$ cat src/rtl/fs_serial_pkg.sv
// rtl/fs_serial_pkg.sv - shared parameters, FSM states and helpers for the FS serial capture
package fs_serial_pkg;

    localparam int WORD_BITS = 32;
    localparam int ADDR_BITS = 3;
    localparam int NUM_REGS  = 6;
    localparam int CNT_BITS  = 6;
    localparam int FCNT_BITS = 8;

    typedef enum logic [1:0] {
        IDLE  = 2'd0,
        SHIFT = 2'd1,
        LATCH = 2'd2
    } state_e;

    function automatic logic addr_ok(input logic [ADDR_BITS-1:0] a);
        return a < ADDR_BITS'(NUM_REGS);
    endfunction

endpackage

$ cat src/rtl/fs_serial_capture_if.sv
// rtl/fs_serial_capture_if.sv - 3-wire bus, readback port and frame status signals
interface fs_serial_capture_if;
    import fs_serial_pkg::*;

    logic                  sclkIN;
    logic                  sdataIN;
    logic                  leIN;
    logic [ADDR_BITS-1:0]  rdAddrIN;
    logic [WORD_BITS-1:0]  rdDataOUT;
    logic [WORD_BITS-1:0]  wordOUT;
    logic [ADDR_BITS-1:0]  addrOUT;
    logic                  validOUT;
    logic                  errOUT;
    logic [FCNT_BITS-1:0]  frameCntOUT;

    modport master (
        output sclkIN, sdataIN, leIN, rdAddrIN,
        input  rdDataOUT, wordOUT, addrOUT, validOUT, errOUT, frameCntOUT
    );

    modport slave (
        input  sclkIN, sdataIN, leIN, rdAddrIN,
        output rdDataOUT, wordOUT, addrOUT, validOUT, errOUT, frameCntOUT
    );

endinterface

$ cat src/rtl/fs_sync_edge.sv
// rtl/fs_sync_edge.sv - 2-flop synchronizer with registered rise/fall detect
module fs_sync_edge (
    input  logic clk_i,
    input  logic rst_ni,
    input  logic d_i,
    output logic sync_o,
    output logic rise_o,
    output logic fall_o
);

    logic meta_q, sync_q, prev_q, rise_q, fall_q;

    always_ff @(posedge clk_i or negedge rst_ni) begin
        if (!rst_ni) begin
            meta_q <= 1'b0;
            sync_q <= 1'b0;
            prev_q <= 1'b0;
            rise_q <= 1'b0;
            fall_q <= 1'b0;
        end else begin
            meta_q <= d_i;
            sync_q <= meta_q;
            prev_q <= sync_q;
            rise_q <= sync_q & ~prev_q;
            fall_q <= ~sync_q & prev_q;
        end
    end

    // Level taken from the same stage as the edge pulses so data lines up with its clock edge.
    assign sync_o = prev_q;
    assign rise_o = rise_q;
    assign fall_o = fall_q;

endmodule

$ cat src/rtl/fs_serial_capture.sv
// rtl/fs_serial_capture.sv - deserializes FS programming frames into a 6-entry register bank
module fs_serial_capture
    import fs_serial_pkg::*;
(
    input  logic               clkIN,
    input  logic               nResetIN,
    fs_serial_capture_if.slave bus
);

    localparam logic [CNT_BITS-1:0] CNT_FULL = CNT_BITS'(WORD_BITS);

    logic sclk_s, sclk_rise, sclk_fall;
    logic sdata_s, sdata_rise, sdata_fall;
    logic le_s, le_rise, le_fall;
    logic unused_edges;

    fs_sync_edge u_sync_sclk (.clk_i(clkIN), .rst_ni(nResetIN), .d_i(bus.sclkIN),
                              .sync_o(sclk_s), .rise_o(sclk_rise), .fall_o(sclk_fall));
    fs_sync_edge u_sync_sdata (.clk_i(clkIN), .rst_ni(nResetIN), .d_i(bus.sdataIN),
                               .sync_o(sdata_s), .rise_o(sdata_rise), .fall_o(sdata_fall));
    fs_sync_edge u_sync_le (.clk_i(clkIN), .rst_ni(nResetIN), .d_i(bus.leIN),
                            .sync_o(le_s), .rise_o(le_rise), .fall_o(le_fall));

    assign unused_edges = sclk_s ^ sclk_fall ^ sdata_rise ^ sdata_fall ^ le_s;

    state_e                 state_q, state_d;
    logic [WORD_BITS-1:0]   shift_q, shift_d;
    logic [CNT_BITS-1:0]    cnt_q, cnt_d;
    logic [WORD_BITS-1:0]   bank_q [NUM_REGS];
    logic [WORD_BITS-1:0]   word_q, rd_q;
    logic [ADDR_BITS-1:0]   addr_q;
    logic [FCNT_BITS-1:0]   frame_q;
    logic                   accept, reject;

    always_comb begin
        state_d = state_q;
        shift_d = shift_q;
        cnt_d   = cnt_q;
        accept  = 1'b0;
        reject  = 1'b0;
        case (state_q)
            IDLE: begin
                if (le_fall) begin
                    state_d = SHIFT;
                    shift_d = '0;
                    cnt_d   = '0;
                end
            end
            SHIFT: begin
                // A bit arriving in the same cycle as the latch edge is dropped.
                if (le_rise) begin
                    state_d = LATCH;
                end else if (sclk_rise) begin
                    shift_d = {shift_q[WORD_BITS-2:0], sdata_s};
                    if (cnt_q != '1) begin
                        cnt_d = cnt_q + CNT_BITS'(1);
                    end
                end
            end
            LATCH: begin
                state_d = IDLE;
                if (cnt_q == CNT_FULL && addr_ok(shift_q[ADDR_BITS-1:0])) begin
                    accept = 1'b1;
                end else begin
                    reject = 1'b1;
                end
            end
            default: state_d = IDLE;
        endcase
    end

    always_ff @(posedge clkIN or negedge nResetIN) begin
        if (!nResetIN) begin
            state_q <= IDLE;
            shift_q <= '0;
            cnt_q   <= '0;
            word_q  <= '0;
            addr_q  <= '0;
            frame_q <= '0;
            rd_q    <= '0;
            for (int i = 0; i < NUM_REGS; i++) begin
                bank_q[i] <= '0;
            end
        end else begin
            state_q <= state_d;
            shift_q <= shift_d;
            cnt_q   <= cnt_d;
            if (accept) begin
                bank_q[shift_q[ADDR_BITS-1:0]] <= shift_q;
                word_q  <= shift_q;
                addr_q  <= shift_q[ADDR_BITS-1:0];
                frame_q <= frame_q + FCNT_BITS'(1);
            end
            // Reads see the bank before this cycle's write.
            rd_q <= addr_ok(bus.rdAddrIN) ? bank_q[bus.rdAddrIN] : '0;
        end
    end

    assign bus.validOUT    = accept;
    assign bus.errOUT      = reject;
    assign bus.wordOUT     = word_q;
    assign bus.addrOUT     = addr_q;
    assign bus.frameCntOUT = frame_q;
    assign bus.rdDataOUT   = rd_q;

endmodule

$ cat src/flat_wrapper.sv
// flat-port wrapper written by rule: the top's interface ports become plain ports
module fs_serial_capture_flat import fs_serial_pkg::*;
  (clkIN, nResetIN, bus_sclkIN, bus_sdataIN, bus_leIN, bus_rdAddrIN, bus_rdDataOUT, bus_wordOUT, bus_addrOUT, bus_validOUT, bus_errOUT, bus_frameCntOUT);
  fs_serial_capture_if bus_i ();
  input  logic clkIN;
  input  logic nResetIN;
  input wire logic [$bits(bus_i.sclkIN)-1:0] bus_sclkIN;
  input wire logic [$bits(bus_i.sdataIN)-1:0] bus_sdataIN;
  input wire logic [$bits(bus_i.leIN)-1:0] bus_leIN;
  input wire logic [$bits(bus_i.rdAddrIN)-1:0] bus_rdAddrIN;
  output wire logic [$bits(bus_i.rdDataOUT)-1:0] bus_rdDataOUT;
  output wire logic [$bits(bus_i.wordOUT)-1:0] bus_wordOUT;
  output wire logic [$bits(bus_i.addrOUT)-1:0] bus_addrOUT;
  output wire logic [$bits(bus_i.validOUT)-1:0] bus_validOUT;
  output wire logic [$bits(bus_i.errOUT)-1:0] bus_errOUT;
  output wire logic [$bits(bus_i.frameCntOUT)-1:0] bus_frameCntOUT;
  assign bus_i.sclkIN = bus_sclkIN;
  assign bus_i.sdataIN = bus_sdataIN;
  assign bus_i.leIN = bus_leIN;
  assign bus_i.rdAddrIN = bus_rdAddrIN;
  assign bus_rdDataOUT = bus_i.rdDataOUT;
  assign bus_wordOUT = bus_i.wordOUT;
  assign bus_addrOUT = bus_i.addrOUT;
  assign bus_validOUT = bus_i.validOUT;
  assign bus_errOUT = bus_i.errOUT;
  assign bus_frameCntOUT = bus_i.frameCntOUT;
  fs_serial_capture u_core (.clkIN(clkIN), .nResetIN(nResetIN), .bus(bus_i));
endmodule
$ cat config.mk
export PLATFORM = sky130hd
export DESIGN_NAME = fs_serial_capture_flat
export DESIGN_NICKNAME = d
export VERILOG_FILES = /design/src/rtl/fs_serial_pkg.sv /design/src/rtl/fs_serial_capture_if.sv /design/src/rtl/fs_sync_edge.sv /design/src/rtl/fs_serial_capture.sv /design/src/flat_wrapper.sv
export SDC_FILE = /design/constraint.sdc
export NUM_CORES = 1
export LEC_CHECK = 0
export BUFFER_PORTS_ARGS = -buffer_cell sky130_fd_sc_hd__buf_4
export CAP_MARGIN = 15
export CORE_MARGIN = 2
export CORE_UTILIZATION = 48
export DETAILED_ROUTE_END_ITERATION = 8
export HOLD_SLACK_MARGIN = 0.03
export PLACE_DENSITY_LB_ADDON = 0.2
export REMOVE_ABC_BUFFERS = 1
export SLEW_MARGIN = 10
export SYNTH_ARGS = -nofsm -noshare
export SYNTH_HDL_FRONTEND = slang
export SYNTH_SLANG_ARGS = --single-unit
$ cat constraint.sdc
create_clock -name clkIN -period 2.3 [get_ports clkIN]
set_input_delay 0.23 -clock clkIN [delete_from_list [all_inputs] [get_ports clkIN]]
set_output_delay 0.23 -clock clkIN [all_outputs]
set_load 0.1 [all_outputs]
==> results of run 1 <==
cells in the mapped netlist, types with 2 or more instances:
master	count	area, sq um
dfrtp_1	316	7910
mux2_2	171	1930
nand2_1	162	608
clkbuf_1	57	214
o21ai_0	38	190
inv_1	37	139
mux2i_1	32	320
mux4_2	32	721
o22ai_1	32	200
buf_2	23	115
and2_1	10	62.6
nand2b_1	7	43.8
nor2_1	7	26.3
nor2b_1	6	37.5
xnor2_1	6	52.6
a21oi_1	5	25.0
buf_1	5	18.8
nand3_1	5	25.0
nand4_1	4	25.0
or2_2	4	25.0
a31oi_1	3	18.8
buf_4	3	22.5
ha_1	3	37.5
mux2_1	3	33.8
nor3_1	3	15.0
a221o_1	2	20.0
a22o_1	2	17.5
or3_1	2	12.5
timing repair:
item,CTS,global route
gates cloned,0,1
endpoints found under the hold margin,49,0
pin swaps,0,0
resized for setup,8,1
setup buffers,0,3
hold buffers,4,0
endpoints found under the setup margin,1,1
final timing paths:
check | endpoint | slack, ps | cells past startpoint
min reg2reg | u_core.u_sync_sdata.sync_q | 350 | 0
min in group clkIN | u_core.bus.rdDataOUT[24] | 260 | 2
max reg2reg | u_core.bank_q[9] | 120 | 8
max | bus_validOUT | 100 | 7
max in group asynchronous | u_core.bus.rdDataOUT[16] | 1290 | 3
min | u_core.u_sync_le.rise_o | 230 | 2
cell type report:
cell class | instances | share of cell area
flip-flops and latches | 316 | 0.514
repair buffers | 125 | 0.0731
well taps | 341 | 0.0278
clock inverters | 14 | 0.0100
clock buffers | 49 | 0.0690
inverters | 37 | 0.00920
multi-input cells | 548 | 0.296
layer usage:
layer | vias up | wire length [um]
li1 | 3539 | -
met1 | 4014 | 12500
met2 | 117 | 12900
met3 | 45 | 853
met4 | 0 | 582
met5 | - | 0
registers in the layout, summed over array words and instances, names as in the netlist, 2 cells and up:
name	flops
u_core.bank_q	192
u_core.bus.rdDataOUT	32
u_core.bus.wordOUT	32
u_core.shift_q	32
u_core.bus.frameCntOUT	8
u_core.cnt_q	6
u_core.state_q	2
stage by stage:
stage	hold slack [ps]	instances
finish	235	1430
global route	270	1430
CTS	246	1426
detailed placement	179	1359
global placement	178	1359
floorplan	-65.6	901
worst reg2reg max path, stage by stage, from the launching register on:
cell and delay [ps]:
dfrtp_1 400, inv_1 80, ha_1 130, and4bb_2 270, nand3b_4 130, buf_4 170, nor3_2 260, buf_12 250
mux2_2 370
kinds of logic (layout without fill, tap and decap cells):
kind of cell | count (synthesis) | after routing | share of synthesized area
AO/OA/AOI/OAI | 84 | 84 | 0.0376
adder cells (fa/ha/maj) | 3 | 3 | 0.00290
multiplexers | 238 | 238 | 0.232
AND/OR/NAND/NOR | 216 | 216 | 0.0724
buffers and inverters | 125 | 225 | 0.0394
XOR/XNOR | 7 | 7 | 0.00474
flip-flops | 316 | 316 | 0.611
power breakdown:
group          internal, mW  switching [mW]
clock network          3.56            2.19
logic                 0.192           0.463
registers              5.63          0.0817
total                  9.38            2.73
==> flow_summary.ini, run 1 <==
[outcome]
status = finished clean

[timing]
slew_violations = 0
finalSetupViolations = 0
slew_headroom = 0.606
skew_ps = 9.59
tns_ps = 0
hold_viol_final = 0
rsz0062_at_grt = no
fmax_mhz = 454
fin_crit_ps = 2200
setup_slack_ps = 98.4
min_period_over_period = 0.957
worst_pin_slew_ps = 589

[pwr]
vdd.ir_drop.worst_uv = 455
leakagePower_nw = 7.69
power.density_nw_per_um2 = 788
total_power_mw = 12.1

[setup_path]
path_delay_family = buffers and inverters
critPathLaunch = u_core.cnt_q[1]
crit_fanout = 11
reg2reg_from = u_core.cnt_q[1]
endpoint_kind = primary output
worstSetupPathType = flip-flop to primary output
critPathRequiredTime_ps = 2070
crit_chain = inv_1 -> ha_1 -> and4bb_2 -> nand3b_4 -> inv_4 -> buf_12 -> buf_12
crit_top_cell = buf_12
cp_slowest_stage_delay_ps = 400
crit_buf_inv = 4
crit_arrival_ps = 1970
cp-start-kind = flip-flop
crit_slowest_cell = dfrtp_1

[global_route]
grt_overflow_total = 0
met2_usage = 0.316
track_usage = 0.195
grt_use_met3 = 0.0254
grt_pass1_vias = 7941
antenna_found_initial = 0
grt_max_degree = 76
grt_pass1_wl_um = 43800
met1_usage = 0.280
gr-max-usage-layer = met2

[finish]
fillerInstances = 2175
final_area_sq_um = 15400
synthToLayoutAreaGrowth_pct = 18.8
most-common-layout-cells = 316 x dfrtp_1, 171 x mux2_2, 162 x nand2_1
drive_above_1_share = 0.363
final_common_cell = dfrtp_1
diodes = 0
seq_area_sq_um = 7910
fin_util = 0.575
multiInputGateArea_sq_um = 4560
final_nets = 1074

[cts]
cts_sinks = 316
cts_made_buffers = 35
worstSkewPairLatency_ps = 500
cts_tree = done
cts.path.max_buffers = 3
cts-root-buf = clkbuf_16
h-tree-depth = 2
clkTransAtPathRegs_ps = 60

[route]
via_per_inst = 5.40
first_iter_violations = 369
wl_per_cell_um = 18.8
num_vias = 7715
drc_errors = 0
detail-route-antenna-nets = 0
first_pass_iters = 5
wl_um = 26900

[floorplanning]
dieHeight_um = 168
initial_core_util = 0.484
row_count = 60
core_area_sq_um = 26700
die_w_um = 168
pin_count = 85
dieArea_sq_um = 28300

[yosys]
synth-async-reset-ratio = 1.00
yosys_warnings = 0
synth_seq_cells = 316
syn_area_sq_um = 12900
syn_inst = 989
ys.flop_type = dfrtp_1
synth_seq_area_share = 0.611
synth_cell_types = 37
synth_edf_count = 0
syn_area_per_cell_sq_um = 13.1

[placed_design]
hpwlAfterDp_um = 15800
dpl_cell_area_sq_um = 14000
numPortBuffers = 84
routabilityCongestion = 0.755
dp_worst_setup_slack_ps = 149

[run]
cap_violations = 0

[worst_hold_path]
hold_path.class = input pin to asynchronous set/reset pin
No activity file was read; power rests on OpenSTA's default activity.
==> inputs of run 2 (changes only) <==
CORE_MARGIN = 5   (was 2)
==> flow_summary.ini, run 2 (synthesis results as in run 1) <==
[outcome]
status = finished clean

[finish]
synthToLayoutAreaGrowth_pct = 17.8
regMostFlops = u_core.bank_q
multiInputGateArea_sq_um = 4570
fillerInstances = 2176
final_common_cell = dfrtp_1
seq_area_sq_um = 7910
drive_above_1_share = 0.355
most-common-layout-cells = 316 x dfrtp_1, 171 x mux2_2, 162 x nand2_1
largest_reg_flops = 192
diodes = 0
final_nets = 1068

[timing]
min_period_over_period = 0.936
fin_hold_ws_ps = 82.9
fin_crit_ps = 2150
skew_ps = 16.0
rsz0062_at_grt = no
slew_violations = 0
slew_headroom = 0.601
hold_viol_final = 0
worst_pin_slew_ps = 598
finalSetupViolations = 0
fmax_mhz = 465

[pwr]
p_switching_mw = 2.69
combPwrFrac = 0.055
clkPwrFrac = 0.457
power.density_nw_per_um2 = 769
total_power_mw = 11.7
pwr-share-seq = 0.488
swShare = 0.229
leakagePower_nw = 7.61
vdd.ir_drop.worst_uv = 610
power.internal_mw = 9.03

[route]
detail-route-antenna-nets = 0
wl_um = 26700
via_per_inst = 5.33
drc_errors = 0
first_pass_iters = 4
num_vias = 7580
first_iter_violations = 358
wl_per_cell_um = 18.8

[global_route]
grt_overflow_total = 0
grt_pass1_vias = 8224
antenna_found_initial = 0
grt_pass1_wl_um = 45200
grt_max_degree = 72
track_usage = 0.184

[cts]
h-tree-depth = 2
worstSkewPairLatency_ps = 500
cts-root-buf = clkbuf_16
clkTransAtPathRegs_ps = 60
cts_sinks = 316
cts.path.max_buffers = 3
cts_made_buffers = 34
cts_tree = done

[setup_path]
crit_arrival_ps = 1920
crit_chain = inv_1 -> ha_1 -> and4bb_2 -> a21oi_1 -> buf_4
cp-start-kind = flip-flop
crit_slowest_cell = dfrtp_1
critPathRequiredTime_ps = 2070
worstRegToRegCells = 7
endpoint_kind = primary output
cp_slowest_stage_delay_ps = 400
crit_fanout = 5
worstSetupPathType = flip-flop to primary output

[floorplanning]
dieHeight_um = 174
core_area_sq_um = 26700
row_count = 60
pin_count = 85
die_w_um = 174
dieArea_sq_um = 30300
initial_core_util = 0.484

[placed_design]
hpwlAfterDp_um = 15900
routabilityCongestion = 0.720
numPortBuffers = 84

[run]
cap_violations = 0

[worst_hold_path]
whs_path_depth = 2
hold_path.class = input pin to flip-flop
## run 2: cell count changes in the layout (fill, tap and decap cells not counted), sizes merged
cell and change:
clkinv -2, inv -2, buf -4, clkbuf +1, clkinvlp +2, bufinv -2
## run 2: final cells by class
type / instances / share of cell area
repair buffers: 120 / 0.0714
well taps: 341 / 0.0280
multi-input cells: 548 / 0.300
inverters: 37 / 0.00936
clock inverters: 10 / 0.00525
flip-flops and latches: 316 / 0.519
clock buffers: 51 / 0.0675
## run 2: final timing paths
path / startpoint / endpoint / slack [ps]
worst max register to register: u_core.cnt_q[0] / u_core.bank_q[89] / 170
min in group asynchronous: nResetIN / u_core.bus.rdDataOUT[24] / 310
worst min-delay path: bus_rdAddrIN[1] / u_core.bus.rdDataOUT[6] / 80
worst min register to register: u_core.u_sync_le.meta_q / u_core.u_sync_le.sync_q / 350
worst max-delay path: u_core.cnt_q[0] / bus_errOUT / 150
max in group asynchronous: nResetIN / u_core.bank_q[78] / 1260
## run 2: power by group through the flow
stage | Clock, mW | Sequential, mW | Combinational, mW
finish | 5.35 | 5.71 | 0.649
global route | 5.73 | 5.72 | 0.732
CTS | 5.48 | 5.71 | 0.660
detailed placement | 0 | 5.81 | 0.652
global placement | 0 | 5.81 | 0.642
floorplan | 0 | 5.79 | 0.270
## run 2: what timing repair did
action                                 CTS  global route
endpoints found under the hold margin   68             0
hold buffers                             4             0
buffers inserted                         0             2
gates resized for setup                  1             3
setup endpoints to repair                1             1
## run 2: metal layers
metal / up-vias / wire length, um / part of all wire / GRT usage
li1: 3513 / - / - / -
met1: 3888 / 12600 / 0.47 / 0.266
met2: 124 / 12400 / 0.47 / 0.291
met3: 55 / 977 / 0.037 / 0.0304
met4: 0 / 626 / 0.023 / 0.0508
met5: - / 0 / 0 / 0
## run 2: stage by stage
stage | std cells | setup slack [ps] | util | setup TNS [ps] | instance area [sq um]
floorplan | 901 | -2100 | - | -327260 | 12600
global placement | 1356 | 229 | 0.526 | 0 | 14100
detailed placement | 1356 | 171 | 0.526 | 0 | 14100
CTS | 1421 | 12.7 | 0.569 | 0 | 15200
global route | 1423 | 46.2 | 0.570 | 0 | 15200
finish | 1423 | 148 | 0.570 | 0 | 15200
## run 2: critical path, delay by kind of cell, from the launching register on
family | cells | cell delay, ps
and+or+nand+nor | 1 | 240
adders and majority gates | 1 | 190
AOI/OAI and AO/OA | 1 | 190
DFF | 1 | 400
buffers and inverters | 2 | 400
